--- config.mk ---
export PLATFORM = sky130hd
export DESIGN_NAME = mph_project_select
export DESIGN_NICKNAME = d
export VERILOG_FILES = /design/src/rtl/mph_pkg.sv /design/src/rtl/mph_sync2.sv /design/src/rtl/mph_project_select.sv
export SDC_FILE = /design/constraint.sdc
export NUM_CORES = 1
export LEC_CHECK = 0
export CAP_MARGIN = 20
export CORE_ASPECT_RATIO = 1.5
export CORE_UTILIZATION = 49
export CTS_CLUSTER_SIZE = 24
export DETAILED_ROUTE_END_ITERATION = 10
export GPL_ROUTABILITY_DRIVEN = 0
export GPL_TIMING_DRIVEN = 0
export PLACE_DENSITY = 0.81
export REMOVE_ABC_BUFFERS = 1
export SYNTH_ARGS = -nofsm -noshare
export SYNTH_HDL_FRONTEND = slang
export SYNTH_SLANG_ARGS = --single-unit
--- constraint.sdc ---
create_clock -name wb_clk_i -period 3.38 [get_ports wb_clk_i]
set_clock_uncertainty 0.2 [all_clocks]
set_input_delay 0.845 -clock wb_clk_i [delete_from_list [all_inputs] [get_ports wb_clk_i]]
set_output_delay 0.845 -clock wb_clk_i [all_outputs]
set_load 0.005 [all_outputs]
--- src/rtl/mph_pkg.sv ---
// Shared constants and types for the multi-project harness activation controller.
// Latency: n/a (declarations only).
// Backpressure: n/a.
package mph_pkg;

    // Word offsets of the register map, relative to the wishbone base address.
    localparam logic [31:0] REG_CTRL_OFS   = 32'h0;
    localparam logic [31:0] REG_STATUS_OFS = 32'h4;
    localparam logic [31:0] REG_GUARD_OFS  = 32'h8;

    // Width of a project index (override bus and CTRL.sel).
    localparam int IDX_W = 8;

    // CTRL bit positions.
    localparam int CTRL_SEL_LSB = 0;
    localparam int CTRL_SEL_MSB = 7;
    localparam int CTRL_EN_BIT  = 31;

    // STATUS bit positions.
    localparam int STAT_CUR_MSB  = 7;
    localparam int STAT_BUSY_BIT = 8;
    localparam int STAT_ON_BIT   = 9;
    localparam int STAT_ERR_BIT  = 10;
    localparam int STAT_OVR_BIT  = 11;

    typedef enum logic [1:0] {
        ST_OFF   = 2'd0,
        ST_ON    = 2'd1,
        ST_GUARD = 2'd2
    } state_t;

endpackage

--- src/rtl/mph_sync2.sv ---
// Two-flop synchroniser for a bundle of quasi-static signals from another clock domain.
// Latency: 2 clk cycles from d_i to q_o.
// Backpressure: none; samples every cycle.
// Ports: clk, rst_n (async active-low), d_i (asynchronous input), q_o (synchronised output).
module mph_sync2 #(
    parameter int WIDTH = 1
) (
    input  logic             clk,
    input  logic             rst_n,
    input  logic [WIDTH-1:0] d_i,
    output logic [WIDTH-1:0] q_o
);

    logic [WIDTH-1:0] meta_d, meta_q;
    logic [WIDTH-1:0] sync_d, sync_q;

    always_comb begin
        meta_d = d_i;
        sync_d = meta_q;
    end

    always_ff @(posedge clk or negedge rst_n) begin
        if (!rst_n) begin
            meta_q <= '0;
            sync_q <= '0;
        end else begin
            meta_q <= meta_d;
            sync_q <= sync_d;
        end
    end

    assign q_o = sync_q;

endmodule

--- src/rtl/mph_project_select.sv ---
// Wishbone-programmable one-hot project activation with break-before-make guard gap.
// Latency: ack 1 cycle after strobe; active_o follows a CTRL write 1 cycle after ack.
// Backpressure: one request per two cycles on a held strobe (no back-to-back ack).
// Ports: wishbone classic slave (wbs_*), LA override (la_override_i, la_sel_i, asynchronous),
//        active_o one-hot project enables; single clock wb_clk_i, async active-low wb_rst_ni.
module mph_project_select
    import mph_pkg::*;
#(
    parameter int unsigned NUM_PROJECTS  = 8,
    parameter logic [31:0] BASE_ADDR     = 32'h3000_0000,
    parameter logic [15:0] GUARD_DEFAULT = 16'd4
) (
    input  logic                    wb_clk_i,
    input  logic                    wb_rst_ni,
    input  logic                    wbs_stb_i,
    input  logic                    wbs_cyc_i,
    input  logic                    wbs_we_i,
    input  logic [3:0]              wbs_sel_i,
    input  logic [31:0]             wbs_adr_i,
    input  logic [31:0]             wbs_dat_i,
    output logic                    wbs_ack_o,
    output logic [31:0]             wbs_dat_o,
    input  logic                    la_override_i,
    input  logic [IDX_W-1:0]        la_sel_i,
    output logic [NUM_PROJECTS-1:0] active_o
);

    // ---------------- LA override synchronisation ----------------
    logic [IDX_W:0]   la_raw, la_sync;
    logic             ovr_s;
    logic [IDX_W-1:0] la_sel_s;

    assign la_raw = {la_override_i, la_sel_i};

    mph_sync2 #(.WIDTH(IDX_W + 1)) u_la_sync (
        .clk   (wb_clk_i),
        .rst_n (wb_rst_ni),
        .d_i   (la_raw),
        .q_o   (la_sync)
    );

    assign ovr_s    = la_sync[IDX_W];
    assign la_sel_s = la_sync[IDX_W-1:0];

    // ---------------- State ----------------
    logic                    ack_d, ack_q;
    logic [31:0]             dat_d, dat_q;
    logic [IDX_W-1:0]        sel_d, sel_q;
    logic                    en_d, en_q;
    logic [15:0]             guard_d, guard_q;
    logic [15:0]             cnt_d, cnt_q;
    logic [IDX_W-1:0]        cur_d, cur_q;
    state_t                  state_d, state_q;
    logic [NUM_PROJECTS-1:0] active_d, active_q;

    // ---------------- Target resolution ----------------
    logic             req_vld, req_err, tgt_vld;
    logic [IDX_W-1:0] req_idx;

    always_comb begin
        req_vld = ovr_s | en_q;
        req_idx = ovr_s ? la_sel_s : sel_q;
        req_err = req_vld & ({{(32-IDX_W){1'b0}}, req_idx} >= NUM_PROJECTS);
        tgt_vld = req_vld & ~req_err;
    end

    // ---------------- Wishbone register file ----------------
    logic        wb_req, hit_ctrl, hit_status, hit_guard;
    logic [31:0] ctrl_word, status_word, rdata;
    logic        unused_bits;

    // Gating on ack_q spaces requests so a held strobe never gets back-to-back acks.
    assign wb_req     = wbs_stb_i & wbs_cyc_i & ~ack_q;
    assign hit_ctrl   = (wbs_adr_i == BASE_ADDR + REG_CTRL_OFS);
    assign hit_status = (wbs_adr_i == BASE_ADDR + REG_STATUS_OFS);
    assign hit_guard  = (wbs_adr_i == BASE_ADDR + REG_GUARD_OFS);
    assign unused_bits = ^{wbs_dat_i[30:16], wbs_sel_i[2]};

    always_comb begin
        ctrl_word = '0;
        ctrl_word[CTRL_SEL_MSB:CTRL_SEL_LSB] = sel_q;
        ctrl_word[CTRL_EN_BIT]               = en_q;

        status_word = '0;
        status_word[STAT_CUR_MSB:0] = cur_q;
        status_word[STAT_BUSY_BIT]  = (state_q == ST_GUARD);
        status_word[STAT_ON_BIT]    = (state_q == ST_ON);
        status_word[STAT_ERR_BIT]   = req_err;
        status_word[STAT_OVR_BIT]   = ovr_s;

        rdata = '0;
        if (hit_ctrl)        rdata = ctrl_word;
        else if (hit_status) rdata = status_word;
        else if (hit_guard)  rdata = {16'h0000, guard_q};

        ack_d   = wb_req;
        dat_d   = (wb_req && !wbs_we_i) ? rdata : 32'h0;
        sel_d   = sel_q;
        en_d    = en_q;
        guard_d = guard_q;
        if (wb_req && wbs_we_i) begin
            if (hit_ctrl) begin
                if (wbs_sel_i[0]) sel_d = wbs_dat_i[CTRL_SEL_MSB:CTRL_SEL_LSB];
                if (wbs_sel_i[3]) en_d  = wbs_dat_i[CTRL_EN_BIT];
            end
            if (hit_guard) begin
                if (wbs_sel_i[0]) guard_d[7:0]  = wbs_dat_i[7:0];
                if (wbs_sel_i[1]) guard_d[15:8] = wbs_dat_i[15:8];
            end
        end
    end

    // ---------------- Activation FSM ----------------
    always_comb begin
        state_d = state_q;
        cnt_d   = cnt_q;
        cur_d   = cur_q;
        case (state_q)
            ST_OFF: begin
                if (tgt_vld) begin
                    state_d = ST_ON;
                    cur_d   = req_idx;
                end
            end
            ST_ON: begin
                if (!tgt_vld || (req_idx != cur_q)) begin
                    state_d = ST_GUARD;
                    cnt_d   = guard_q;
                end
            end
            ST_GUARD: begin
                // Counter runs to zero regardless of target changes; the target seen on
                // the final cycle is the one that gets activated.
                if (cnt_q == 16'd0) begin
                    if (tgt_vld) begin
                        state_d = ST_ON;
                        cur_d   = req_idx;
                    end else begin
                        state_d = ST_OFF;
                    end
                end else begin
                    cnt_d = cnt_q - 16'd1;
                end
            end
            default: state_d = ST_OFF;
        endcase

        // Output decoded from next state so active_o is a clean register.
        active_d = '0;
        for (int i = 0; i < int'(NUM_PROJECTS); i++) begin
            active_d[i] = (state_d == ST_ON) && (cur_d == IDX_W'(i));
        end
    end

    always_ff @(posedge wb_clk_i or negedge wb_rst_ni) begin
        if (!wb_rst_ni) begin
            ack_q    <= 1'b0;
            dat_q    <= '0;
            sel_q    <= '0;
            en_q     <= 1'b0;
            guard_q  <= GUARD_DEFAULT;
            cnt_q    <= '0;
            cur_q    <= '0;
            state_q  <= ST_OFF;
            active_q <= '0;
        end else begin
            ack_q    <= ack_d;
            dat_q    <= dat_d;
            sel_q    <= sel_d;
            en_q     <= en_d;
            guard_q  <= guard_d;
            cnt_q    <= cnt_d;
            cur_q    <= cur_d;
            state_q  <= state_d;
            active_q <= active_d;
        end
    end

    assign wbs_ack_o = ack_q;
    assign wbs_dat_o = dat_q;
    assign active_o  = active_q;

endmodule

* Yosys cells after proc, flatten, opt, wreduce, memory -nomap -nowiden
Index checks and enable logic that the tools add are counted.
** Word-level totals
- Bits in latches :: 0
- Memories kept :: 0
- Bits in registers :: 110
- Bits in writable memories :: 0
- Memory bits (read-only) :: 0
** Cells by class
- Eq/ne operators :: 16
- Bitwise operators :: 7
- Muxes and demuxes :: 16
- Div/mod/pow operators :: 0
- Add/sub/neg operators :: 1
- $lt $le $gt $ge :: 1
- Shift-type cells :: 0
- Reduce and logical (&&, ||, !) cells :: 22
- Multipliers :: 0
** Operators by type and width (number)
- $eq 32x30->1 const B :: 3
- $mux 16 :: 4
- $mux 32 :: 2
- $eq 8x3->1 const B :: 4
- $pmux 16 s2 :: 1
- $mux 8 :: 3
- $eq 8x2->1 const B :: 2
- $logic_not 16->1 :: 1
- $pmux 8 s2 :: 1
- $sub 16x1->16 const B :: 1
- $reduce_and 3->1 :: 5
- $logic_and 1x1->1 :: 10
- $eq 8x1->1 const B :: 1
- $ge 8x4->1 const B :: 1
- $logic_not 8->1 :: 1
- $ne 8x8->1 :: 1
- $mux 2 :: 3
- $pmux 2 s3 :: 1
- $and 1x1->1 :: 4
- $eq 2x1->1 const B :: 2
- $eq 2x2->1 const B :: 1
- $logic_not 1->1 :: 2
- $logic_not 2->1 :: 1
- $ne 2x1->1 const B :: 1
- 6 further kinds :: 7

* Logic depth before layout (Yosys ltp)
Gate-level depths: netlist (run 1).
- Depth in word-level cells :: 11
- Gate-level depth with buffers :: 10

* Modules after synthesis
From an unflattened synthesis (run 1), not the netlist that was laid out.
** Unflattened totals
- Cell total of the unflattened synthesis :: 410
- Area total of the unflattened synthesis :: 4515.6 sq um
** Modules (own cells, without submodules)
- mph_project_select :: area each 4065.1 sq um, instances 1, cells each 392, seq. area each 1928.1 sq um
- mph_sync2 :: area each 450.4 sq um, instances 1, cells each 18, seq. area each 450.4 sq um

* Worst setup path after synthesis (run 1)
OpenSTA, ideal clock, no wires.
- Path type :: reg-to-reg
- Start point :: register state_q[0]
- End point :: register active_q[5], in the netlist active_o[5]
- Arrival :: 2.621 ns
- Buffers on the path :: 1
- Setup slack :: 0.463 ns
- Period minus slack after synthesis :: 2.917 ns
- Data required time :: 3.084 ns
- Stages on the path, launching flop included :: 10
- Cell sequence :: dfrtp_1 > inv_1 > ha_1 > or4b_2 > or4_1 > buf_2 > a221o_1 > a32oi_4 > a21bo_2 > nor4_2
** On the way
- Word-level cells in the longest chain between the ends :: 4
** Ends and longest elaborated chain
- from (decl) :: line mph_project_select.sv:53 : state_t state_d, state_q;
- from (signal assigned) :: line mph_project_select.sv:174 : state_q <= state_d;
- $eq 2x2->1 / $logic_not 2->1 (equally long branches) :: line mph_project_select.sv:118 : case (state_q)
- $pmux 8 s2 (*) :: line mph_project_select.sv:118
- net cur_d[0] :: line mph_project_select.sv:52 : logic [IDX_W-1:0] cur_d, cur_q;
- $eq 8x3->1 (*) :: line mph_project_select.sv:151 : active_d[i] = (state_d == ST_ON) && (cur_d == IDX_W'(i));
- $logic_and 1x1->1 (*) :: line mph_project_select.sv:151
- net active_d[5] :: line mph_project_select.sv:54 : logic [NUM_PROJECTS-1:0] active_d, active_q;
- to (signal assigned) :: line mph_project_select.sv:175 : active_q <= active_d;
- to (decl) :: line mph_project_select.sv:54
The timed path passes the listed nets; every way through them passes the cells marked *.
A chain may end at the register's enable or synchronous reset.

* Worst setup path in the final report (run 1)
Ends and elaborated chain as after synthesis.

==> results of run 1 <==
worst reg2reg max path: stages, from the launching register on:
cell and delay, ps:
dfrtp_1 440, inv_2 120, ha_4 170, buf_16 180, or4b_2 600, or4_4 490
a221o_1 360, a32oi_4 230, a21bo_2 270, nor4_2 150
what timing repair did:
action                                  CTS  global route
endpoints found under the setup margin   43            17
resized for setup                         6             3
pin swaps                                 2             1
gates cloned                              1             0
hold buffers                              0             0
buffers inserted                          9             1
cell type report:
class | count | area, µm²
repair buffers | 105 | 1050
flip-flops and latches | 95 | 2380
multi-input cells | 280 | 2010
clock inverters | 4 | 22.5
clock buffers | 12 | 236
fillers | 670 | 3000
inverters | 13 | 48.8
well taps | 110 | 138
metal layers:
layer,up-vias,wire (µm),share of wire
met5,-,0,0
met4,0,467,0.041
met3,38,573,0.050
met2,161,6150,0.54
met1,1802,4200,0.37
li1,1659,-,-
flip-flops by register name (all words and copies together), names as in the netlist:
signal	flops
en_q	1
guard_q	16
active_o	8
sel_q	8
state_q	2
u_la_sync.q_o	9
cnt_q	16
u_la_sync.meta_q	9
wbs_ack_o	1
wbs_dat_o	17
cur_q	8
how the worst max path moves through the flow:
stage / from / end / slack [ps] / depth (start not counted)
2_1_floorplan: state_q[0] / active_o[5] / -290 / 8
3_3_place_gp: wb_rst_ni / active_o[4] / -2050 / 1
3_5_place_dp: wbs_adr_i[25] / sel_q[4] / -560 / 7
4_1_cts: state_q[0] / active_o[5] / 40 / 9
5_1_grt: state_q[0] / active_o[5] / 0.4 / 9
6_report: state_q[0] / active_o[5] / 70 / 9
logic make-up (layout without fill, tap and decap cells):
family	count (synthesis)	after routing	share of synthesized area
AND/OR/NAND/NOR	131	132	0.164
flip-flops	95	95	0.524
AO/OA/AOI/OAI	76	76	0.121
buffers and inverters	49	134	0.0538
multiplexers	43	43	0.104
XOR/XNOR	8	8	0.0154
adder cells (fa/ha/maj)	6	6	0.0166
other	1	15	0.000827
layout by cell type (no fill, tap or decap), drive strengths merged, types with 13 or more instances in the layout:
| cell | instances |
|---|---|
| dfrtp | 94 |
| clkdlybuf4s50 | 90 |
| mux2 | 33 |
| nand2 | 22 |
| nor2 | 21 |
| nor4 | 20 |
| conb | 15 |
| buf | 15 |
| nand3 | 14 |
| a21oi | 13 |
| inv | 13 |
| a22oi | 13 |
stage by stage:
step / hold WS [ps] / util / cells / setup slack (ps) / setup TNS, ps
final: 147 / 0.662 / 619 / 69.9 / 0
after global routing: 158 / 0.662 / 619 / 0.362 / 0
after CTS: 148 / 0.660 / 617 / 40.4 / 0
after detailed placement: 135 / 0.620 / 591 / -556 / -20930
after global placement: 132 / 0.613 / 588 / -2050 / -270770
after floorplan: 131 / - / 387 / -286 / -7240
power by group through the flow:
| stage | sequential (W) | clock (W) | combinational, W |
|---|---|---|---|
| after floorplan | 0.00133 | 0 | 0.000582 |
| after global placement | 0.00135 | 0 | 0.000809 |
| after detailed placement | 0.00136 | 0 | 0.000870 |
| after CTS | 0.00134 | 0.000920 | 0.000905 |
| after global routing | 0.00136 | 0.000967 | 0.00102 |
| final | 0.00134 | 0.000906 | 0.000921 |
==> results.py, run 1 <==
metrics = {
    "power": {
        "switching_power_w": 0.00105,
        "switching_share": 0.333,
        "pwr-share-comb": 0.291,
        "p_int_w": 0.00212,
        "peakVddDrop_mv": 0.405,
        "total_power_w": 0.00317,
        "power_frac_seq": 0.424,
        "clockPowerShare": 0.286,
        "p_leak_nw": 2.54,
        "power_density_mw_per_mm2": 539,
    },
    "timing": {
        "finalCritPeriodShare": 0.979,
        "max_freq_ghz": 0.302,
        "worst_slew_pin_slew_ps": 772,
        "hold_violations": 0,
        "slew_viol_final": 0,
        "slew_headroom": 0.480,
        "rsz0062_at_grt": "false",
        "setup_violations": 0,
        "period_needed_ps": 3310,
    },
    "grt": {
        "grt_pass1_vias": 3781,
        "track_usage": 0.256,
        "use_met2": 0.436,
        "grtUsageMet1": 0.288,
        "antenna_found_initial": 0,
        "grt.busiest_layer": "met2",
        "grt-ovfl-total": 0,
        "use_met3": 0.0517,
        "grt_max_degree": 63,
        "grt_first_pass_wirelength_mm": 18.4,
    },
    "route": {
        "routedWlPerCell_um": 18.4,
        "dr.pass1.iters": 5,
        "drtIter0Drc": 296,
        "route.detailed.drc": 0,
        "ant_nets": 0,
        "vias": 3660,
        "viasPerCell": 5.91,
        "drt_wl_total_mm": 11.4,
    },
    "yosys": {
        "synth-seq-area-share": 0.524,
        "netlist.area_leader.share": 0.519,
        "synth_top_cells_by_count": "dfrtp_1 (94), mux2_2 (33), nand2_1 (22)",
        "synth-async-reset-ratio": 1.00,
        "synth_top_area_cell": "dfrtp_1",
        "synth_edf_count": 0,
        "ys.flop_type": "dfrtp_1",
        "synthCells": 409,
        "synth.cell_area_mm2": 0.00454,
        "ys_ff_latch": 95,
        "synth.distinct_cells": 56,
        "yosysMostFrequentCell": "dfrtp_1",
        "synth.area.top_cells": "dfrtp_1 (52%), mux2_2 (8.2%), buf_4 (2.5%), nor4_1 (2.3%), mux2i_1 (2.2%)",
        "syn_avg_cell_area_um2": 11.1,
        "yosysWarnings": 0,
    },
    "finish": {
        "diodes": 0,
        "finalNetCount": 592,
        "drive_above_1_share": 0.153,
        "fin_area_mm2": 0.00588,
        "areaGrowthSynthToFinish_pct": 29.7,
    },
    "worst_setup_path": {
        "cp-end-kind": "register",
        "r2r-end": "active_o[5]",
        "crit_buf_inv": 2,
        "r2r_start": "state_q[0]",
        "start_kind": "register",
        "cp_top_family": "simple AND/OR/NAND/NOR gates",
        "path_cells": "inv_2 > ha_4 > buf_16 > or4b_2 > or4_4 > a221o_1 > a32oi_4 > a21bo_2 > nor4_2",
        "crit_type": "reg2reg",
        "crit_required_ps": 3420,
        "worstPathArrival_ps": 3350,
        "cp_slowest_stage_delay_ps": 600,
        "reg2reg_depth": 9,
        "worstPathMaxFanout": 34,
        "cp_slowest_cell": "or4b_2",
        "rrSetupSlack_ps": 70,
    },
    "clocking": {
        "cts_root_buffer": "clkbuf_16",
        "clk-insertion-delay-late_ps": 350,
        "clkSinkCount": 95,
        "path_clk_slew_ps": 60,
        "clockBufferDepth": 2,
        "cts_tree": "yes",
        "h-tree-depth": 3,
        "cts_buffers": 9,
    },
    "place": {
        "place.detailed.hpwl_mm": 7.92,
        "dpl_cell_area_mm2": 0.00551,
        "io_buffers": 91,
    },
    "die": {
        "start_util": 0.511,
        "dieArea_mm2": 0.00965,
        "core_area_mm2": 0.00888,
        "row_count": 42,
        "fp.dieW_um": 80.6,
        "fp.dieH_um": 120,
        "ios": 123,
    },
    "min_path": {
        "whs_path_depth": 0,
        "hp-start": "u_la_sync.meta_q[1]",
        "hold_path.class": "reg2reg",
        "min_to": "u_la_sync.q_o[1]",
    },
    "flow_run": {
        "cap_violations": 0,
    },
    "status": {
        "status": "completed",
    },
}
Note: power is estimated with default switching activity, not from simulation.
==> run 2: changes to the inputs <==
- CORE_UTILIZATION: 49 -> 44
- PLACE_DENSITY: 0.81 -> 0.77
- RECOVER_POWER: default -> 50
- clock period: 3.38 -> 2.9 ns (I/O delays scaled with it)
==> run 2 against run 1 <==
Compared with the run above:
- non-clock buffer count rose by 11
- sequential power rose by 17%
- first-iteration DRC count rose by 20%
- via count rose by 4.0%
- global-route usage fell by 2.4 points
- critical path depth fell by 1
- sequential share of layout area fell by 1.5 points
- worst hold slack improved by 1.1 ps
- highest routed layer unchanged
- the flow now finishes with violations (design-rule violations, negative setup slack)
- combinational power rose by 34%
- worst setup slack got worse by 120 ps
==> results.py, run 2 (synthesis gave the netlist of run 1 again) <==
metrics = {
    "route": {
        "dr.pass1.iters": 9,
        "routedWlPerCell_um": 18.8,
        "ant_nets": 0,
        "route.detailed.drc": 6,
        "met1_length_mm": 4.48,
        "vias": 3807,
        "wl_met2_mm": 6.54,
        "highest_layer": "met4",
        "dr_wl_met3_um": 456,
        "drtIter0Drc": 355,
        "viasPerCell": 5.98,
        "drt_wl_total_mm": 12.0,
    },
    "finish": {
        "areaGrowthSynthToFinish_pct": 35.0,
        "n_fill_cell": 789,
        "layout_common_cells": "dfrtp_1 (91), clkdlybuf4s50_1 (81), mux2_2 (33)",
        "drive_above_1_share": 0.215,
        "finalNetCount": 603,
        "final_common_cell": "dfrtp_1",
        "diodes": 0,
        "largest_reg_flops": 17,
    },
    "timing": {
        "slew_viol_final": 0,
        "finalCritPeriodShare": 1.02,
        "slew_headroom": 0.181,
        "worst_slew_pin_slew_ps": 1230,
        "max_freq_ghz": 0.339,
        "period_needed_ps": 2950,
        "rsz0062_at_grt": "true",
        "setup_violations": 6,
        "setup_ws_ps": -49.4,
        "hold_violations": 0,
        "fin_setup_tns_ps": -144,
    },
    "power": {
        "clockPowerShare": 0.295,
        "p_leak_nw": 2.63,
        "power_density_mw_per_mm2": 650,
        "peakVddDrop_mv": 0.369,
        "switching_power_w": 0.00133,
        "pwr-share-comb": 0.310,
        "power_frac_seq": 0.395,
        "p_int_w": 0.00266,
        "switching_share": 0.333,
    },
    "worst_setup_path": {
        "r2r-end": "active_o[7]",
        "rrSetupSlack_ps": -50,
        "cp-end-kind": "register",
        "worstPathArrival_ps": 2990,
        "start_kind": "register",
        "path_cells": "inv_2 > ha_4 > or4b_4 > or4_4 > a221o_1 > a32oi_4 > a21bo_4 > nor4_4",
        "r2r_start": "state_q[0]",
        "cp_top_family": "simple AND/OR/NAND/NOR gates",
        "cp_slowest_cell": "or4_4",
        "crit_buf_inv": 1,
        "reg2reg_depth": 8,
        "cp_slowest_stage_delay_ps": 560,
        "worstPathMaxFanout": 6,
        "crit_type": "reg2reg",
        "crit_required_ps": 2940,
    },
    "place": {
        "io_buffers": 91,
        "place.detailed.hpwl_mm": 8.08,
        "pre_cts_slack_ps": -964,
    },
    "die": {
        "ios": 123,
        "core_area_mm2": 0.0101,
        "start_util": 0.450,
        "row_count": 45,
        "dieArea_mm2": 0.0107,
        "fp.dieH_um": 126,
        "fp.dieW_um": 84.9,
    },
    "grt": {
        "track_usage": 0.231,
        "grt-ovfl-total": 0,
        "grt_first_pass_wirelength_mm": 19.0,
        "grt_max_degree": 56,
        "antenna_found_initial": 0,
        "grt_pass1_vias": 3735,
    },
    "clocking": {
        "clockBufferDepth": 2,
        "clkSinkCount": 95,
        "cts_root_buffer": "clkbuf_16",
        "cts_tree": "yes",
        "h-tree-depth": 3,
        "path_clk_slew_ps": 60,
        "clk-insertion-delay-late_ps": 340,
        "cts_hold_buf": 0,
        "cts_buffers": 9,
    },
    "min_path": {
        "hp-start": "u_la_sync.meta_q[5]",
        "hold_path.class": "reg2reg",
        "min_to": "u_la_sync.q_o[5]",
        "whs_path_depth": 0,
    },
    "status": {
        "status": "finished, violations left",
        "failed_checks": "design-rule violations, negative setup slack",
    },
    "flow_run": {
        "cap_violations": 0,
    },
}
[run 2: cell count changes in the layout (fill, tap and decap cells not counted), sizes merged]
cell           previous run  this run
clkinvlp                  1         0
clkdlybuf4s50            90        81
bufinv                    0         1
dlygate4sd3               0         9
clkinv                    3         4
buf                      15        25
[run 2: what timing repair did]
action	4_1_cts	5_1_grt
gates resized for setup	22	16
setup buffers	13	8
pin swaps	11	5
cloned	1	0
hold endpoints to repair	0	0
setup endpoints to repair	56	43
[run 2: per-stage QoR]
stage / utilization / std cells / hold WS, ps / cell area (µm²) / total power, W
2_1_floorplan: - / 387 / 131 / 4390 / 0.00223
3_3_place_gp: 0.541 / 595 / 131 / 5450 / 0.00251
3_5_place_dp: 0.547 / 598 / 135 / 5520 / 0.00260
4_1_cts: 0.597 / 628 / 149 / 6010 / 0.00389
5_1_grt: 0.608 / 637 / 157 / 6120 / 0.00419
6_report: 0.608 / 637 / 148 / 6120 / 0.00398
[run 2: final cells by class]
cell class                      count  area (µm²)  share of cell area
Clock inverter                      5        57.6             0.00940
Tap cell                          117         146              0.0239
Multi-Input combinational cell    280        2130               0.348
Clock buffer                       11         243              0.0396
Timing Repair Buffer              116        1110               0.182
Sequential cell                    95        2380               0.389
Inverter                           13        48.8             0.00797
[run 2: worst max path at each step]
| stage | endpoint | startpoint | cells past startpoint |
|---|---|---|---|
| floorplan | active_o[5] | state_q[0] | 8 |
| global placement | active_o[0] | wb_rst_ni | 1 |
| detailed placement | active_o[0] | state_q[0] | 8 |
| CTS | active_o[1] | state_q[0] | 8 |
| global route | active_o[5] | state_q[0] | 9 |
| finish | active_o[7] | state_q[0] | 8 |
[run 2: power groups by stage]
stage                     combinational [W]  clock [W]  sequential [W]
after global placement             0.000937          0         0.00158
final                               0.00123    0.00118         0.00157
after detailed placement            0.00101          0         0.00159
after global routing                0.00135    0.00125         0.00159
after CTS                           0.00113    0.00120         0.00157
after floorplan                    0.000679          0         0.00155
[run 2: metal layers]
layer  track usage  vias to the layer above
li1              -                     1684
met1         0.270                     1933
met2         0.407                      145
met3        0.0390                       45
met4         0.119                        0
met5             0                        -
[run 2: worst reg2reg max path: stages, from the launching register on]
cell	delay, ps
dfrtp_1	400
inv_2	90
ha_4	120
or4b_4	450
or4_4	560
a221o_1	360
a32oi_4	260
a21bo_4	280
nor4_4	130
==> run 3: changes to the inputs <==
- PLACE_DENSITY: 0.77 -> 0.88
==> run 3 against run 2 <==
Compared with the run above:
- the run ends with design-rule violations, max-capacitance violations, max-slew violations, negative setup slack left
- worst setup slack got worse by 47 ps
- clock-buffer cell count stayed put
- largest cell class unchanged
- flip-flop and latch count stayed put
==> results.py, run 3 (synthesis gave the netlist of run 1 again) <==
metrics = {
    "clocking": {
        "cts_root_buffer": "clkbuf_16",
        "cts_tree": "yes",
        "path_clk_slew_ps": 60,
        "clkSinkCount": 95,
        "cts_hold_buf": 0,
        "h-tree-depth": 3,
        "cts_buffers": 9,
        "clockBufferDepth": 2,
        "clk-insertion-delay-late_ps": 350,
    },
    "grt": {
        "antenna_found_initial": 0,
        "track_usage": 0.242,
        "grt-ovfl-total": 0,
        "grt_pass1_vias": 3977,
        "grt_first_pass_wirelength_mm": 19.9,
        "grt_max_degree": 60,
    },
    "worst_setup_path": {
        "rrSetupSlack_ps": -100,
        "critPathLaunch": "cnt_q[1]",
        "reg2reg_depth": 8,
        "cp_slowest_stage_delay_ps": 490,
        "cp-end-kind": "register",
        "path_cells": "inv_2 > ha_1 > or4b_4 > or4_4 > a221o_1 > a32oi_4 > a21bo_4 > nor4_2",
        "crit_type": "reg2reg",
        "worstPathArrival_ps": 3050,
        "crit_required_ps": 2960,
        "r2r-end": "active_o[5]",
        "cp.depth": 8,
        "crit_buf_inv": 1,
        "cp_slowest_cell": "or4_4",
        "cp_top_family": "simple AND/OR/NAND/NOR gates",
        "endpoint": "active_o[5]",
        "worstPathMaxFanout": 5,
        "r2r_start": "cnt_q[1]",
        "start_kind": "register",
    },
    "route": {
        "dr_wl_met3_um": 854,
        "viasPerCell": 6.25,
        "drt_wl_total_mm": 13.1,
        "drtIter0Drc": 392,
        "highest_layer": "met4",
        "wl_met2_mm": 6.96,
        "met1_length_mm": 4.54,
        "routedWlPerCell_um": 20.6,
        "ant_nets": 0,
        "vias": 3979,
        "dr.pass1.iters": 11,
        "route.detailed.drc": 3,
    },
    "timing": {
        "hold_violations": 0,
        "worst_slew_pin_slew_ps": 1920,
        "max_freq_ghz": 0.334,
        "slew_headroom": -0.278,
        "rsz0062_at_grt": "true",
        "period_needed_ps": 3000,
        "setup_violations": 27,
        "slew_viol_final": 38,
        "finalCritPeriodShare": 1.03,
        "hold_ws_ps": 147,
        "fin_setup_tns_ps": -888,
        "setup_ws_ps": -96.4,
    },
    "die": {
        "row_count": 45,
        "core_area_mm2": 0.0101,
        "fp.dieW_um": 84.9,
        "ios": 123,
        "fp.dieH_um": 126,
        "start_util": 0.450,
        "dieArea_mm2": 0.0107,
    },
    "place": {
        "place.detailed.hpwl_mm": 8.02,
        "dp.cells": 598,
        "pre_cts_slack_ps": -967,
        "io_buffers": 91,
    },
    "status": {
        "failed_checks": "design-rule violations, max-capacitance violations, max-slew violations, negative setup slack",
        "status": "finished, violations left",
    },
    "finish": {
        "final_common_cell": "dfrtp_1",
        "diodes": 0,
        "final_cells": 637,
        "layout_common_cells": "dfrtp_1 (90), clkdlybuf4s50_1 (81), mux2_2 (33)",
        "areaGrowthSynthToFinish_pct": 37.4,
        "finalNetCount": 603,
        "largest_reg_flops": 17,
        "drive_above_1_share": 0.219,
    },
    "min_path": {
        "whs_path_depth": 0,
        "hp-start": "u_la_sync.meta_q[4]",
        "hold_path.class": "reg2reg",
    },
    "power": {
        "p_leak_nw": 2.66,
        "peakVddDrop_mv": 0.432,
        "power_density_mw_per_mm2": 679,
    },
    "flow_run": {
        "cap_violations": 1,
    },
}
==> run 3: cell types whose count changed in the layout (fill, tap and decap cells not counted), moves of 2 or more <==
cell / previous run / this run
buf_2: 2 / 0
buf_6: 1 / 3
bufinv_16: 1 / 3
clkinv_2: 2 / 0
dfrtp_2: 2 / 4
nor4_4: 4 / 6
==> run 3: worst min path at each step <==
stage	end	slack, ps
after floorplan	u_la_sync.q_o[0]	130
after detailed placement	u_la_sync.q_o[1]	130
after global routing	u_la_sync.q_o[0]	150
after global placement	u_la_sync.q_o[1]	130
final	u_la_sync.q_o[4]	150
after CTS	wbs_dat_o[13]	140
==> run 3: layer usage <==
layer,vias up,GRT usage
li1,1693,-
met1,1971,0.267
met2,243,0.427
met3,72,0.0534
met4,0,0.136
met5,-,0
==> run 3: cell type report <==
class | instances | area, µm²
Fill cell | 709 | 3850
Sequential cell | 95 | 2380
Multi-Input combinational cell | 280 | 2180
Timing Repair Buffer | 116 | 1120
Clock buffer | 11 | 243
Tap cell | 117 | 146
Clock inverter | 5 | 106
Inverter | 13 | 48.8
==> run 3: stage by stage <==
step / util / cell area (µm²) / total power (W)
global placement: 0.541 / 5450 / 0.00250
finish: 0.618 / 6230 / 0.00423
CTS: 0.602 / 6070 / 0.00408
detailed placement: 0.547 / 5520 / 0.00259
global route: 0.618 / 6230 / 0.00441
floorplan: - / 4390 / 0.00223
==> run 3: where the power goes <==
group | switching (W) | leakage (nW) | internal [W]
sequential | 0.000133 | 1.25 | 0.00144
clock | 0.000496 | 0.166 | 0.000867
combinational | 0.000771 | 1.24 | 0.000522
==> run 3: what timing repair did <==
action,CTS,global route
setup endpoints to repair,56,34
pin swaps,9,5
resized for setup,26,20
cloned,1,0
setup buffers,13,8
